$ cat src/rtl/spi_req_sched.sv
// spi_req_sched: shares one SPI controller between NUM_REQ requesters.
// Round-robin arbitration in IDLE, then programs the controller over its
// 8-bit APB port (address, data, control), polls control bit0 until the
// transfer completes and pulses done_o to the granted requester.
// Optional feature macro: SPI_SCHED_TIMEOUT_EN (poll limit, err_o pulse).
module spi_req_sched #(
    parameter int NUM_REQ  = 4,
    parameter int POLL_GAP = 8,
    parameter int TIMEOUT  = 255
) (
    input  logic                   pclk_i,
    input  logic                   prst_n_i,
    input  logic [NUM_REQ-1:0]     req_i,
    input  logic [NUM_REQ*7-1:0]   req_addr_i,
    input  logic [NUM_REQ*8-1:0]   req_wdata_i,
    output logic [NUM_REQ-1:0]     gnt_o,
    output logic [NUM_REQ-1:0]     done_o,
    output logic [NUM_REQ-1:0]     err_o,
    output logic [7:0]             paddr_o,
    output logic [7:0]             pwdata_o,
    output logic                   pwrite_o,
    output logic                   penable_o,
    input  logic [7:0]             prdata_i,
    input  logic                   pready_i
);
    localparam int IW = (NUM_REQ > 1) ? $clog2(NUM_REQ) : 1;
    localparam int GW = (POLL_GAP > 1) ? $clog2(POLL_GAP) : 1;

    localparam logic [7:0] ADDR_REG = 8'h00;
    localparam logic [7:0] DATA_REG = 8'h10;
    localparam logic [7:0] CTRL_REG = 8'h20;

    typedef enum logic [2:0] {
        IDLE, WR_ADDR, WR_DATA, WR_CTRL, GAP, RD_CTRL, DONE
    } state_t;

    state_t        state;
    logic [IW-1:0] ptr;
    logic [IW-1:0] win;
    logic [IW:0]   cand;
    logic          found;
    logic [6:0]    sel_addr;
    logic [7:0]    sel_data;
    logic [7:0]    data_q;
    logic [GW-1:0] gap_cnt;
    logic          busy;

    // Only bit0 of the control register matters here.
    wire unused_prdata = ^prdata_i[7:1];

`ifdef SPI_SCHED_TIMEOUT_EN
    localparam int PCW = $clog2(TIMEOUT + 1);
    logic [PCW-1:0] poll_cnt;
`else
    // Parameter is only meaningful in the timeout build.
    localparam int unused_timeout = TIMEOUT;
    assign err_o = '0;
`endif

    // Round-robin pick: first requesting index after the last winner.
    always_comb begin
        found = 1'b0;
        win   = ptr;
        cand  = '0;
        for (int i = 1; i <= NUM_REQ; i++) begin
            cand = {1'b0, ptr} + (IW+1)'(i);
            if (cand >= (IW+1)'(NUM_REQ)) cand = cand - (IW+1)'(NUM_REQ);
            if (!found && req_i[cand[IW-1:0]]) begin
                found = 1'b1;
                win   = cand[IW-1:0];
            end
        end
    end

    // Payload of the current round-robin winner.
    always_comb begin
        sel_addr = '0;
        sel_data = '0;
        for (int k = 0; k < NUM_REQ; k++) begin
            if (win == IW'(k)) begin
                sel_addr = req_addr_i[7*k +: 7];
                sel_data = req_wdata_i[8*k +: 8];
            end
        end
    end

    // Scheduler FSM; penable_o high marks an access phase, and a WR_*/RD_CTRL
    // state with penable_o low is that access's release cycle.
    always_ff @(posedge pclk_i or negedge prst_n_i) begin
        if (!prst_n_i) begin
            state     <= IDLE;
            ptr       <= IW'(NUM_REQ - 1);
            data_q    <= '0;
            gap_cnt   <= '0;
            busy      <= 1'b0;
            gnt_o     <= '0;
            done_o    <= '0;
            paddr_o   <= '0;
            pwdata_o  <= '0;
            pwrite_o  <= 1'b0;
            penable_o <= 1'b0;
`ifdef SPI_SCHED_TIMEOUT_EN
            err_o     <= '0;
            poll_cnt  <= '0;
`endif
        end else begin
            done_o <= '0;
`ifdef SPI_SCHED_TIMEOUT_EN
            err_o  <= '0;
`endif
            if (penable_o) begin
                if (pready_i) begin
                    penable_o <= 1'b0;
                    pwrite_o  <= 1'b0;
                    paddr_o   <= '0;
                    pwdata_o  <= '0;
                    if (state == RD_CTRL) begin
                        busy <= prdata_i[0];
`ifdef SPI_SCHED_TIMEOUT_EN
                        poll_cnt <= poll_cnt + 1'b1;
`endif
                    end
                end
            end else begin
                case (state)
                    IDLE: if (found) begin
                        ptr       <= win;
                        gnt_o     <= NUM_REQ'(1) << win;
                        data_q    <= sel_data;
                        state     <= WR_ADDR;
                        paddr_o   <= ADDR_REG;
                        pwdata_o  <= {1'b1, sel_addr};
                        pwrite_o  <= 1'b1;
                        penable_o <= 1'b1;
`ifdef SPI_SCHED_TIMEOUT_EN
                        poll_cnt  <= '0;
`endif
                    end
                    WR_ADDR: begin
                        state     <= WR_DATA;
                        paddr_o   <= DATA_REG;
                        pwdata_o  <= data_q;
                        pwrite_o  <= 1'b1;
                        penable_o <= 1'b1;
                    end
                    WR_DATA: begin
                        state     <= WR_CTRL;
                        paddr_o   <= CTRL_REG;
                        pwdata_o  <= 8'h01;
                        pwrite_o  <= 1'b1;
                        penable_o <= 1'b1;
                    end
                    WR_CTRL: begin
                        state   <= GAP;
                        gap_cnt <= GW'(POLL_GAP - 1);
                    end
                    GAP: begin
                        if (gap_cnt == '0) begin
                            state     <= RD_CTRL;
                            paddr_o   <= CTRL_REG;
                            penable_o <= 1'b1;
                        end else begin
                            gap_cnt <= gap_cnt - 1'b1;
                        end
                    end
                    RD_CTRL: begin
                        if (!busy) begin
                            state  <= DONE;
                            done_o <= gnt_o;
`ifdef SPI_SCHED_TIMEOUT_EN
                        end else if (poll_cnt == PCW'(TIMEOUT)) begin
                            state <= DONE;
                            err_o <= gnt_o;
`endif
                        end else begin
                            state   <= GAP;
                            gap_cnt <= GW'(POLL_GAP - 1);
                        end
                    end
                    DONE: begin
                        gnt_o <= '0;
                        state <= IDLE;
                    end
                    default: state <= IDLE;
                endcase
            end
        end
    end
endmodule

$ cat config.mk
export PLATFORM = sky130hd
export DESIGN_NAME = spi_req_sched
export DESIGN_NICKNAME = d
export VERILOG_FILES = /design/src/rtl/spi_req_sched.sv
export SDC_FILE = /design/constraint.sdc
export NUM_CORES = 1
export LEC_CHECK = 0
export CORE_ASPECT_RATIO = 1.75
export CORE_MARGIN = 1.5
export CORE_UTILIZATION = 35
export CTS_CLUSTER_SIZE = 8
export DETAILED_ROUTE_END_ITERATION = 7
export PLACE_DENSITY = 0.66
export SYNTH_ARGS = -nofsm -noshare
export SYNTH_HDL_FRONTEND = slang
export SYNTH_SLANG_ARGS = --single-unit
$ cat constraint.sdc
create_clock -name pclk_i -period 2.2 [get_ports pclk_i]
set_input_delay 0.55 -clock pclk_i [delete_from_list [all_inputs] [get_ports pclk_i]]
set_output_delay 0.55 -clock pclk_i [all_outputs]
set_load 0.02 [all_outputs]
* Yosys cells after proc, flatten, opt, wreduce, memory -nomap -nowiden
Index checks and enable logic that the tools add are counted.
Word-level totals: flip-flop bits (word level) 43, output and inout port bits 30, logic and storage cells 126
Operators by class: add/subtract/negate cells 9, order comparisons 8, equality and inequality tests 16, shift-type cells 1, multiplexer cells 57, bitwise gates (word level) 1, reduce and logical (&&, ||, !) cells 23
Operators with widths (count):
- 8-bit 2-to-1 mux | 10
- 8-bit case mux with 4 select lines | 1
- 7-bit 2-to-1 mux | 4
- 8-bit case mux with 3 select lines | 1
- 2-bit 2-to-1 mux | 9
- 3-bit case mux with 6 select lines | 1
- 3-bit AND reduction | 6
- 4-bit 2-to-1 mux | 4
- 1-bit 2-to-1 mux | 15
- 3-bit greater-or-equal comparator (second input constant) | 4
- 2-bit by 3-bit < comparator with 1-bit output (second input constant) | 4
- 3-bit 2-to-1 mux | 4
- 3-bit equality test (second input constant) | 3
- 3-bit case mux with 3 select lines | 1
- 1-bit binary-select mux with 2-bit select | 4
- 2-bit != test (second input constant) | 4
- 4-bit case mux with 2 select lines | 1
- 4-bit AND reduction | 2
- 2-bit by 1-bit subtractor with 2-bit output (second input constant) | 4
- 2-bit by 2-bit adder with 3-bit output (second input constant) | 2
- 3-bit by 2-bit equality test with 1-bit output (second input constant) | 2
- 3-bit logical NOT | 2
- 3-bit != test (second input constant) | 2
- 3-bit nonzero test | 2
- other kinds (18) | 23

* Longest topological paths before layout
Gate-level depths: netlist (run 1).
depth after elaboration 23, mapped depth 7

* Worst setup path before layout (run 1)
OpenSTA, ideal clock, no wires.
path kind input -> register, from input port req_i[1], to register gnt_o[0], setup time 0.122 ns, arrival time 1.829 ns, data required time 2.078 ns, setup slack 0.249 ns, stages on the path 5, cell sequence buf_2 -> or4_1 -> and3_1 -> buf_2 -> a32o_1
Between the ends: cells in the longest elaborated chain, start to end 15, elaborated cells on any way between the ends 27, those cells by class eq/ne (1); shift (1); mux (18); reduce/logical (7)
RTL lines:
- from (decl) | line 13 | input logic [NUM_REQ-1:0] req_i,
- 1-bit binary-select mux with 2-bit select | line 68 | if (!found && req_i[cand[IW-1:0]]) begin
- 1-bit 2-to-1 mux (not written as such) | line 68
- 1-bit 2-to-1 mux | line 68
- 1-bit logical NOT | line 68
- 1-bit logical AND | line 68
- 1-bit 2-to-1 mux | line 68
- 1-bit logical NOT | line 68
- 1-bit logical AND | line 68
- 1-bit 2-to-1 mux | line 68
- 1-bit logical NOT | line 68
- 1-bit logical AND | line 68
- 2-bit 2-to-1 mux | line 68
- 1-bit by 2-bit left shift with 4-bit output | line 128 | gnt_o <= NUM_REQ'(1) << win;
- 4-bit 2-to-1 mux | line 126 | IDLE: if (found) begin
- 4-bit case mux with 2 select lines | line 125 | case (state)
- to (signal assigned) | line 128
- to (decl) | line 16 | output logic [NUM_REQ-1:0] gnt_o,
Several ways; a longest one is shown, not always the timed one. The select of a mux whose other input is x is not followed. A chain may end at the register's enable or synchronous reset.

* Worst setup path after layout (run 1)
from register penable_o, to output port penable_o
RTL lines:
- from (decl) | line 22 | output logic penable_o,
- from (signal assigned) | line 101 | penable_o <= 1'b0;
- from (signal assigned) | line 113 | penable_o <= 1'b0;
- from (signal assigned) | line 134 | penable_o <= 1'b1;
No word-level cell between the ends.

==> flow_summary_export.csv, run 1 <==
group,metric,value,unit
worst_setup_path,path_buf_inv,1,
detailed_routing,wl_per_cell,15.9,um
yosys,netlist_top_cells_area,"dfrtp_1 (34%), o21ai_0 (6.0%), and3_1 (3.9%), a22oi_1 (3.8%), buf_4 (3.5%)",
placement,dp_slack,-366,ps
placement,portBuffers,87,
sta,layout_min_cycle_time,2130,ps
global_route,grtUsageMet2,38.1,%
yosys,ys.flop_type,"dfrtp_1",
sta,worstMarginPinSlew,552,ps
worst_setup_path,cp_cell_sequence,"clkdlybuf4s50_1",
worst_setup_path,cp.required,1650,ps
detailed_routing,drt_iter0_markers,231,
placement,dp_hpwl,6.09,mm
worst_setup_path,path_max_fanout,11,
yosys,synth_area_leader_cell,"dfrtp_1",
sta,max_freq,470,MHz
pwr,leakagePower,0.00168,uW
finish,nNetsFinal,482,
sta,setup_viol,0,
floorplanning,core,7180,um^2
finish,area_delta_synth_final,50.7,%
yosys,yosys_warnings,0,
detailed_routing,drt-total-wl,7.83,mm
floorplanning,initial_core_util,35.8,%
clock_tree,clockBufferDepth,2,
placement,dpl-instance-area,3680,um^2
floorplanning,die_w,67.8,um
worst_setup_path,crit_slowest_cell,"clkdlybuf4s50_1",
worst_setup_path,path_delay_family,"buffers and inverters",
sta,post-route-period-util,96.8,%
pwr,ir_drop,0.492,mV
detailed_routing,num_vias,2696,
yosys,synth_top_area_share,34.1,%
global_route,grt_pass1_wl,12.4,mm
floorplanning,num_io_pins,105,
global_route,grt_pass1_vias,2667,
finish,layout_commonest_cell,"clkdlybuf4s50_1",
global_route,antenna_found_initial,0,
worst_setup_path,arrival,1580,ps
sta,rsz0062_at_grt,"no",
global_route,use_met1,22.5,%
clock_tree,insertion_delay,280,ps
placement,dp_cells,484,
clock_tree,htreeDepth,2,
global_route,grt_usage,20.9,%
clock_tree,cts_setup_buffers,0,
finish,fillers,700,
global_route,grt.busiest_layer,"met2",
clock_tree,cts_sinks,37,
sta,slew_viol_final,0,
clock_tree,cts_tree,"yes",
yosys,syn_area,2570,um^2
worst_setup_path,setup.worst_path.end_class,"output port",
finish,drive_above_1_share,12.8,%
clock_tree,cts-root-buf,"clkbuf_16",
run_status,status,"finished, final reports clean",
finish,fin_cells,492,
worst_hold_path,hp-class,"in2async",
global_route,grtUsageMet3,2.89,%
yosys,avgSynthCellArea,8.40,um^2
yosys,yosys_register_bits,37,
worst_setup_path,startpoint_type,"flip-flop",
sta,setup_ws,70.1,ps
floorplanning,die_y,116,um
worst_setup_path,worstSetupPathType,"reg2out",
sta,finalHoldViolCount,0,
finish,final_cell_mix,"clkdlybuf4s50_1 (82), dfrtp_1 (35), o21ai_0 (30)",
sta,relSlewSlack,62.7,%
detailed_routing,ant_nets,0,
pwr,power_density,1240,nW/um^2
detailed_routing,drc,0,
detailed_routing,via_per_inst,5.48,
finish,n_antenna_cell,0,
global_route,grt_overflow,0,
yosys,yosysUniqueCellTypes,55,
finish,fin_util,53.9,%
yosys,synthArstFlopShare,100,%
yosys,ys_seq_area_share,36.1,%
clock_tree,numCtsBuffers,5,
floorplanning,dieArea,7890,um^2
finish,fin_area,3870,um^2
floorplanning,row_count,41,
yosys,synth-edff-count,0,
sta,clock_skew,6.18,ps
clock_tree,clkTransAtPathRegs,60,ps
worst_setup_path,slowest_delay,690,ps
yosys,synthCells,306,
pwr,power,4820,uW
placement,routabilityCongestion,0.813,
flow_run,drv_cap,0,
detailed_routing,firstDrtPassIters,4,
global_route,grt_max_degree,38,
## what timing repair did
action / CTS / global route
resized for setup: 3 / 5
hold buffers: 0 / 0
endpoints found under the hold margin: 0 / 0
setup endpoints to repair: 12 / 12
## power breakdown
group / leakage (uW) / internal [uW] / total [uW] / switching (uW)
sequential: 0.000460 / 961 / 1260 / 294
clock: 0.0000831 / 565 / 848 / 283
combinational: 0.00113 / 1330 / 2710 / 1380
## final timing paths
path | startpoint | to | slack [ps] | depth (start not counted)
worst min-delay path | prst_n_i | pwdata_o[7] | 310 | 2
worst max register to register | ptr[1] | data_q[6] | 200 | 6
min in group pclk_i | pwrite_o | pwrite_o | 470 | 1
worst min register to register | pwrite_o | pwrite_o | 470 | 1
max in group asynchronous | prst_n_i | ptr[1] | 1530 | 2
worst max-delay path | penable_o | penable_o | 70 | 1
## synth_stat cells, drive strengths merged, types with 2 or more instances
cell / count
nor2: 21
clkbuf: 11
a22o: 3
nand2: 21
ha: 2
o31ai: 6
a21o: 10
a21boi: 10
nand2b: 9
or4: 2
dfstp: 2
nor3b: 3
o21a: 4
nor4: 2
o21ai: 32
nor2b: 11
a221oi: 2
nor3: 3
dfrtp: 35
and3: 16
a22oi: 13
a21oi: 18
nand3: 10
a31oi: 9
buf: 20
inv: 9
## logic make-up (layout without fill, tap and decap cells)
| group | Yosys count | after routing | synth area share, % |
|---|---|---|---|
| buffers and inverters | 40 | 131 | 8.23 |
| adder cells (fa/ha/maj) | 2 | 2 | 0.974 |
| other | 1 | 10 | 0.146 |
| XOR/XNOR | 1 | 1 | 0.341 |
| AO/OA/AOI/OAI | 117 | 117 | 30.7 |
| AND/OR/NAND/NOR | 106 | 106 | 22.7 |
| flip-flops | 37 | 37 | 36.1 |
| multiplexers | 2 | 2 | 0.828 |
## registers in the layout (all words and copies together) (netlist names), 2 cells and up
register	flops
paddr_o	2
gnt_o	4
gap_cnt	3
state	3
ptr	2
done_o	4
data_q	8
pwdata_o	8
## metrics by stage
stage               setup TNS, ps  hold WS (ps)
global placement            -5780           459
detailed placement          -6540           468
finish                          0           311
global route                    0           355
CTS                             0           333
floorplan                       0           254
## per-layer routing
metal	routed length [um]	vias up	share of wire [%]
li1	-	1294	-
met1	2830	1291	36
met2	4340	87	55
met3	334	24	4.3
met4	328	0	4.2
met5	0	-	0
## area by class of cell
| cell class | count | area (um^2) | share of cell area, % |
|---|---|---|---|
| multi-input cells | 238 | 1480 | 38.2 |
| clock buffers | 6 | 139 | 3.59 |
| repair buffers | 114 | 1150 | 29.6 |
| well taps | 86 | 108 | 2.78 |
| flip-flops and latches | 37 | 928 | 24.0 |
| clock inverters | 2 | 37.5 | 0.969 |
| inverters | 9 | 33.8 | 0.872 |
(Power assumes the default switching activity.)
==> inputs of run 2 (changes only) <==
- CORE_UTILIZATION: 35 -> 30
- PLACE_DENSITY: 0.66 -> 0.58
==> flow_summary_export.csv, run 2 (synthesis results as in run 1) <==
group,metric,value,unit
pwr,leakagePower,0.00168,uW
sta,post-route-period-util,91.6,%
run_status,status,"finished, final reports clean",
global_route,grt_pass1_wl,12.4,mm
clock_tree,hold_buffers,0,
sta,max_freq,496,MHz
sta,slew_viol_final,0,
clock_tree,cts_setup_buffers,0,
worst_setup_path,cp_num_cells,1,
floorplanning,initial_core_util,30.9,%
worst_setup_path,worst-r2r-setup-slack,200,ps
placement,portBuffers,87,
worst_hold_path,hp-class,"in2async",
clock_tree,htreeDepth,2,
worst_setup_path,rr_worst_depth,5,
finish,n_antenna_cell,0,
worst_setup_path,r2r_end,"gap_cnt[2]",
floorplanning,die_y,125,um
floorplanning,num_io_pins,105,
worst_setup_path,worstSetupPathType,"reg2out",
worst_setup_path,setup.worst_path.end_class,"output port",
flow_run,drv_cap,0,
worst_setup_path,startpoint_type,"flip-flop",
worst_setup_path,path_delay_family,"buffers and inverters",
sta,clock_skew,3.98,ps
sta,layout_min_cycle_time,2020,ps
detailed_routing,ant_nets,0,
detailed_routing,drt_iter0_markers,191,
detailed_routing,drc,0,
sta,rsz0062_at_grt,"no",
detailed_routing,wl_met2,4.35,mm
finish,layout_commonest_cell,"clkdlybuf4s50_1",
pwr,power_density,1210,nW/um^2
clock_tree,clkTransAtPathRegs,60,ps
clock_tree,clockBufferDepth,2,
worst_setup_path,crit_path_end,"penable_o",
worst_setup_path,path_max_fanout,13,
detailed_routing,via_per_inst,5.05,
finish,drive_above_1_share,13.3,%
finish,fin_util,47.0,%
worst_setup_path,rr_startpoint,"state[2]",
global_route,grt_overflow,0,
global_route,antenna_found_initial,0,
worst_setup_path,path_buf_inv,1,
clock_tree,insertion_delay,280,ps
finish,nNetsFinal,483,
clock_tree,cts_tree,"yes",
detailed_routing,routedLengthMet1,2.94,mm
worst_setup_path,cp_cell_sequence,"clkdlybuf4s50_1",
worst_setup_path,cp.required,1650,ps
detailed_routing,wl_met3,350,um
detailed_routing,topRoutingLayerUsed,"met4",
floorplanning,die_w,73.0,um
detailed_routing,wl_per_cell,15.0,um
worst_setup_path,crit_slowest_cell,"clkdlybuf4s50_1",
pwr,ir_drop,0.402,mV
placement,routabilityCongestion,0.847,
clock_tree,cts-root-buf,"clkbuf_16",
worst_setup_path,arrival,1470,ps
finish,area_delta_synth_final,51.9,%
sta,worstMarginPinSlew,556,ps
detailed_routing,firstDrtPassIters,4,
sta,holdWs,301,ps
floorplanning,row_count,44,
sta,setup_viol,0,
sta,relSlewSlack,62.4,%
placement,dp_hpwl,6.23,mm
finish,final_cell_mix,"clkdlybuf4s50_1 (82), dfrtp_1 (34), o21ai_0 (30)",
worst_setup_path,slowest_delay,660,ps
floorplanning,dieArea,9150,um^2
detailed_routing,num_vias,2636,
global_route,grt_pass1_vias,2598,
worst_setup_path,setup.worst_path.start,"penable_o",
clock_tree,numCtsBuffers,5,
finish,largestRegisters,"data_q x8, pwdata_o x8",
pwr,power,4730,uW
global_route,grt_usage,17.4,%
floorplanning,core,8310,um^2
global_route,grt_max_degree,38,
detailed_routing,drt-total-wl,7.84,mm
sta,finalHoldViolCount,0,
clock_tree,cts_sinks,37,
## run 2: area by class of cell
| class | count | area, um^2 |
|---|---|---|
| clock inverters | 1 | 5.00 |
| well taps | 115 | 144 |
| clock buffers | 7 | 153 |
| flip-flops and latches | 37 | 930 |
| repair buffers | 115 | 1150 |
| multi-input cells | 238 | 1490 |
| inverters | 9 | 33.8 |
| fillers | 824 | 4410 |
## run 2: per-layer routing
layer | vias up | GRT usage [%]
li1 | 1296 | -
met1 | 1248 | 18.6
met2 | 78 | 32.1
met3 | 14 | 2.90
met4 | 0 | 7.99
met5 | - | 0
## run 2: power breakdown
group,leakage (uW),switching [uW],total (uW),internal [uW]
clock network,0.0000799,278,758,480
logic,0.00114,1340,2690,1350
registers,0.000459,317,1280,964
## run 2: metrics by stage
stage	setup WS, ps	cell area, um^2	cells	setup TNS (ps)
6_report	185	3900	522	0
3_5_place_dp	-380	3720	514	-7600
5_1_grt	88.1	3900	522	0
4_1_cts	-12.3	3880	522	-24.7
3_3_place_gp	-334	3720	514	-6660
2_1_floorplan	249	2600	315	0
## run 2: what timing repair did
item	CTS	global route
hold endpoints to repair	0	0
setup endpoints to repair	17	12
gates resized for setup	3	7
## run 2: worst min-delay path by stage
stage | slack, ps | to | cells past startpoint
final | 300 | pwdata_o[3] | 2
after CTS | 330 | pwdata_o[3] | 2
after global placement | 460 | data_q[5] | 2
after floorplan | 250 | busy | 0
after global routing | 360 | pwdata_o[3] | 2
after detailed placement | 470 | pwrite_o | 1
==> inputs of run 3 (changes only) <==
- CORE_MARGIN: 1.5 -> 2
- CTS_CLUSTER_SIZE: 8 -> unset
==> flow_summary_export.csv, run 3 (synthesis results as in run 1) <==
group,metric,value,unit
run_status,status,"finished, final reports clean",
placement,dp_cells,515,
detailed_routing,ant_nets,0,
floorplanning,num_io_pins,105,
placement,portBuffers,87,
sta,layout_min_cycle_time,2110,ps
clock_tree,clkTransAtPathRegs,60,ps
pwr,power,4670,uW
clock_tree,cts_tree,"yes",
worst_setup_path,arrival,2280,ps
sta,clock_skew,3.73,ps
sta,rsz0062_at_grt,"yes",
global_route,grt_pass1_vias,2692,
floorplanning,dieArea,9350,um^2
global_route,grt_overflow,0,
sta,finalHoldViolCount,0,
clock_tree,insertion_delay,290,ps
sta,worstMarginPinSlew,532,ps
finish,layout_commonest_cell,"clkdlybuf4s50_1",
clock_tree,cts-root-buf,"clkbuf_16",
clock_tree,clockBufferDepth,2,
finish,area_delta_synth_final,51.3,%
worst_setup_path,setup.worst_path.end_class,"flip-flop",
sta,relSlewSlack,64.1,%
global_route,antenna_found_initial,0,
worst_setup_path,worstSetupPathType,"in2reg",
floorplanning,row_count,44,
worst_hold_path,hp-class,"in2async",
finish,drive_above_1_share,13.7,%
detailed_routing,drt-total-wl,8.09,mm
worst_setup_path,path_max_fanout,10,
global_route,grt_pass1_wl,13.0,mm
clock_tree,numCtsBuffers,5,
finish,fin_cells,523,
clock_tree,cts_setup_buffers,0,
placement,routabilityCongestion,0.784,
global_route,grt_max_degree,26,
floorplanning,core,8310,um^2
sta,slew_viol_final,0,
finish,n_antenna_cell,0,
sta,setup_viol,0,
clock_tree,hold_buffers,0,
flow_run,drv_cap,0,
placement,dp_hpwl,6.39,mm
floorplanning,initial_core_util,30.9,%
detailed_routing,firstDrtPassIters,4,
finish,final_cell_mix,"clkdlybuf4s50_1 (84), dfrtp_1 (34), o21ai_0 (29)",
sta,post-route-period-util,96.0,%
finish,fin_util,46.8,%
global_route,grt_usage,18.1,%
worst_setup_path,cp.required,2360,ps
sta,holdWs,213,ps
detailed_routing,wl_per_cell,15.5,um
sta,max_freq,474,MHz
sta,finalSetupTns,0,ps
finish,nNetsFinal,484,
worst_setup_path,startpoint_type,"input port",
detailed_routing,drc,0,
clock_tree,cts_sinks,37,
detailed_routing,num_vias,2642,
detailed_routing,drt_iter0_markers,123,
floorplanning,die_w,74.0,um
clock_tree,htreeDepth,2,
floorplanning,die_y,126,um
pwr,ir_drop,0.502,mV
pwr,power_density,1200,nW/um^2
finish,largestRegisters,"data_q x8, pwdata_o x8",
pwr,leakagePower,0.00165,uW
detailed_routing,via_per_inst,5.05,
==> run 3: area by class of cell <==
class	count	area, um^2
clock buffer	8	146
inverter	9	33.8
tap	115	144
timing repair buffer	116	1130
sequential	37	930
multi-input combinational	238	1500
fill	848	4430
==> run 3: worst max-delay path: stages <==
cell and delay (ps):
clkdlybuf4s50_1 530, buf_4 150, nor2_1 50, a311oi_2 220, o22ai_1 150, buf_4 210, a221oi_1 300, a21oi_1 110
==> run 3: final timing paths <==
check | depth (start not counted) | slack [ps] | start | end
max | 8 | 90 | req_i[0] | data_q[6]
min | 1 | 210 | prst_n_i | state[2]
max reg2reg | 5 | 180 | state[2] | gap_cnt[2]
min reg2reg | 1 | 470 | gap_cnt[0] | gap_cnt[0]
max in group asynchronous | 2 | 1440 | prst_n_i | ptr[1]
min in group pclk_i | 1 | 470 | gap_cnt[0] | gap_cnt[0]
==> run 3: through the flow <==
step	cell area, um^2	setup WS [ps]
floorplan	2600	249
global placement	3700	-336
detailed placement	3700	-358
CTS	3850	21.6
global route	3890	-14.9
finish	3890	88.2
==> run 3: power by group <==
part	switching, uW	total [uW]	internal (uW)
registers	319	1280	964
clock network	280	732	452
logic	1350	2650	1300
total	1950	4670	2720
==> run 3: what timing repair did <==
action                                  4_1_cts  5_1_grt
pin swaps                                     1        0
gates cloned                                  0        0
gates resized for setup                       3        9
endpoints found under the setup margin       10       12
==> run 3: layer usage <==
layer  wire [um]  share of wire (%)  track usage (%)
met5           0                  0                0
met4         233                2.9             8.56
met3         379                4.7             2.62
met2        4490                 56             33.4
met1        2980                 37             19.4
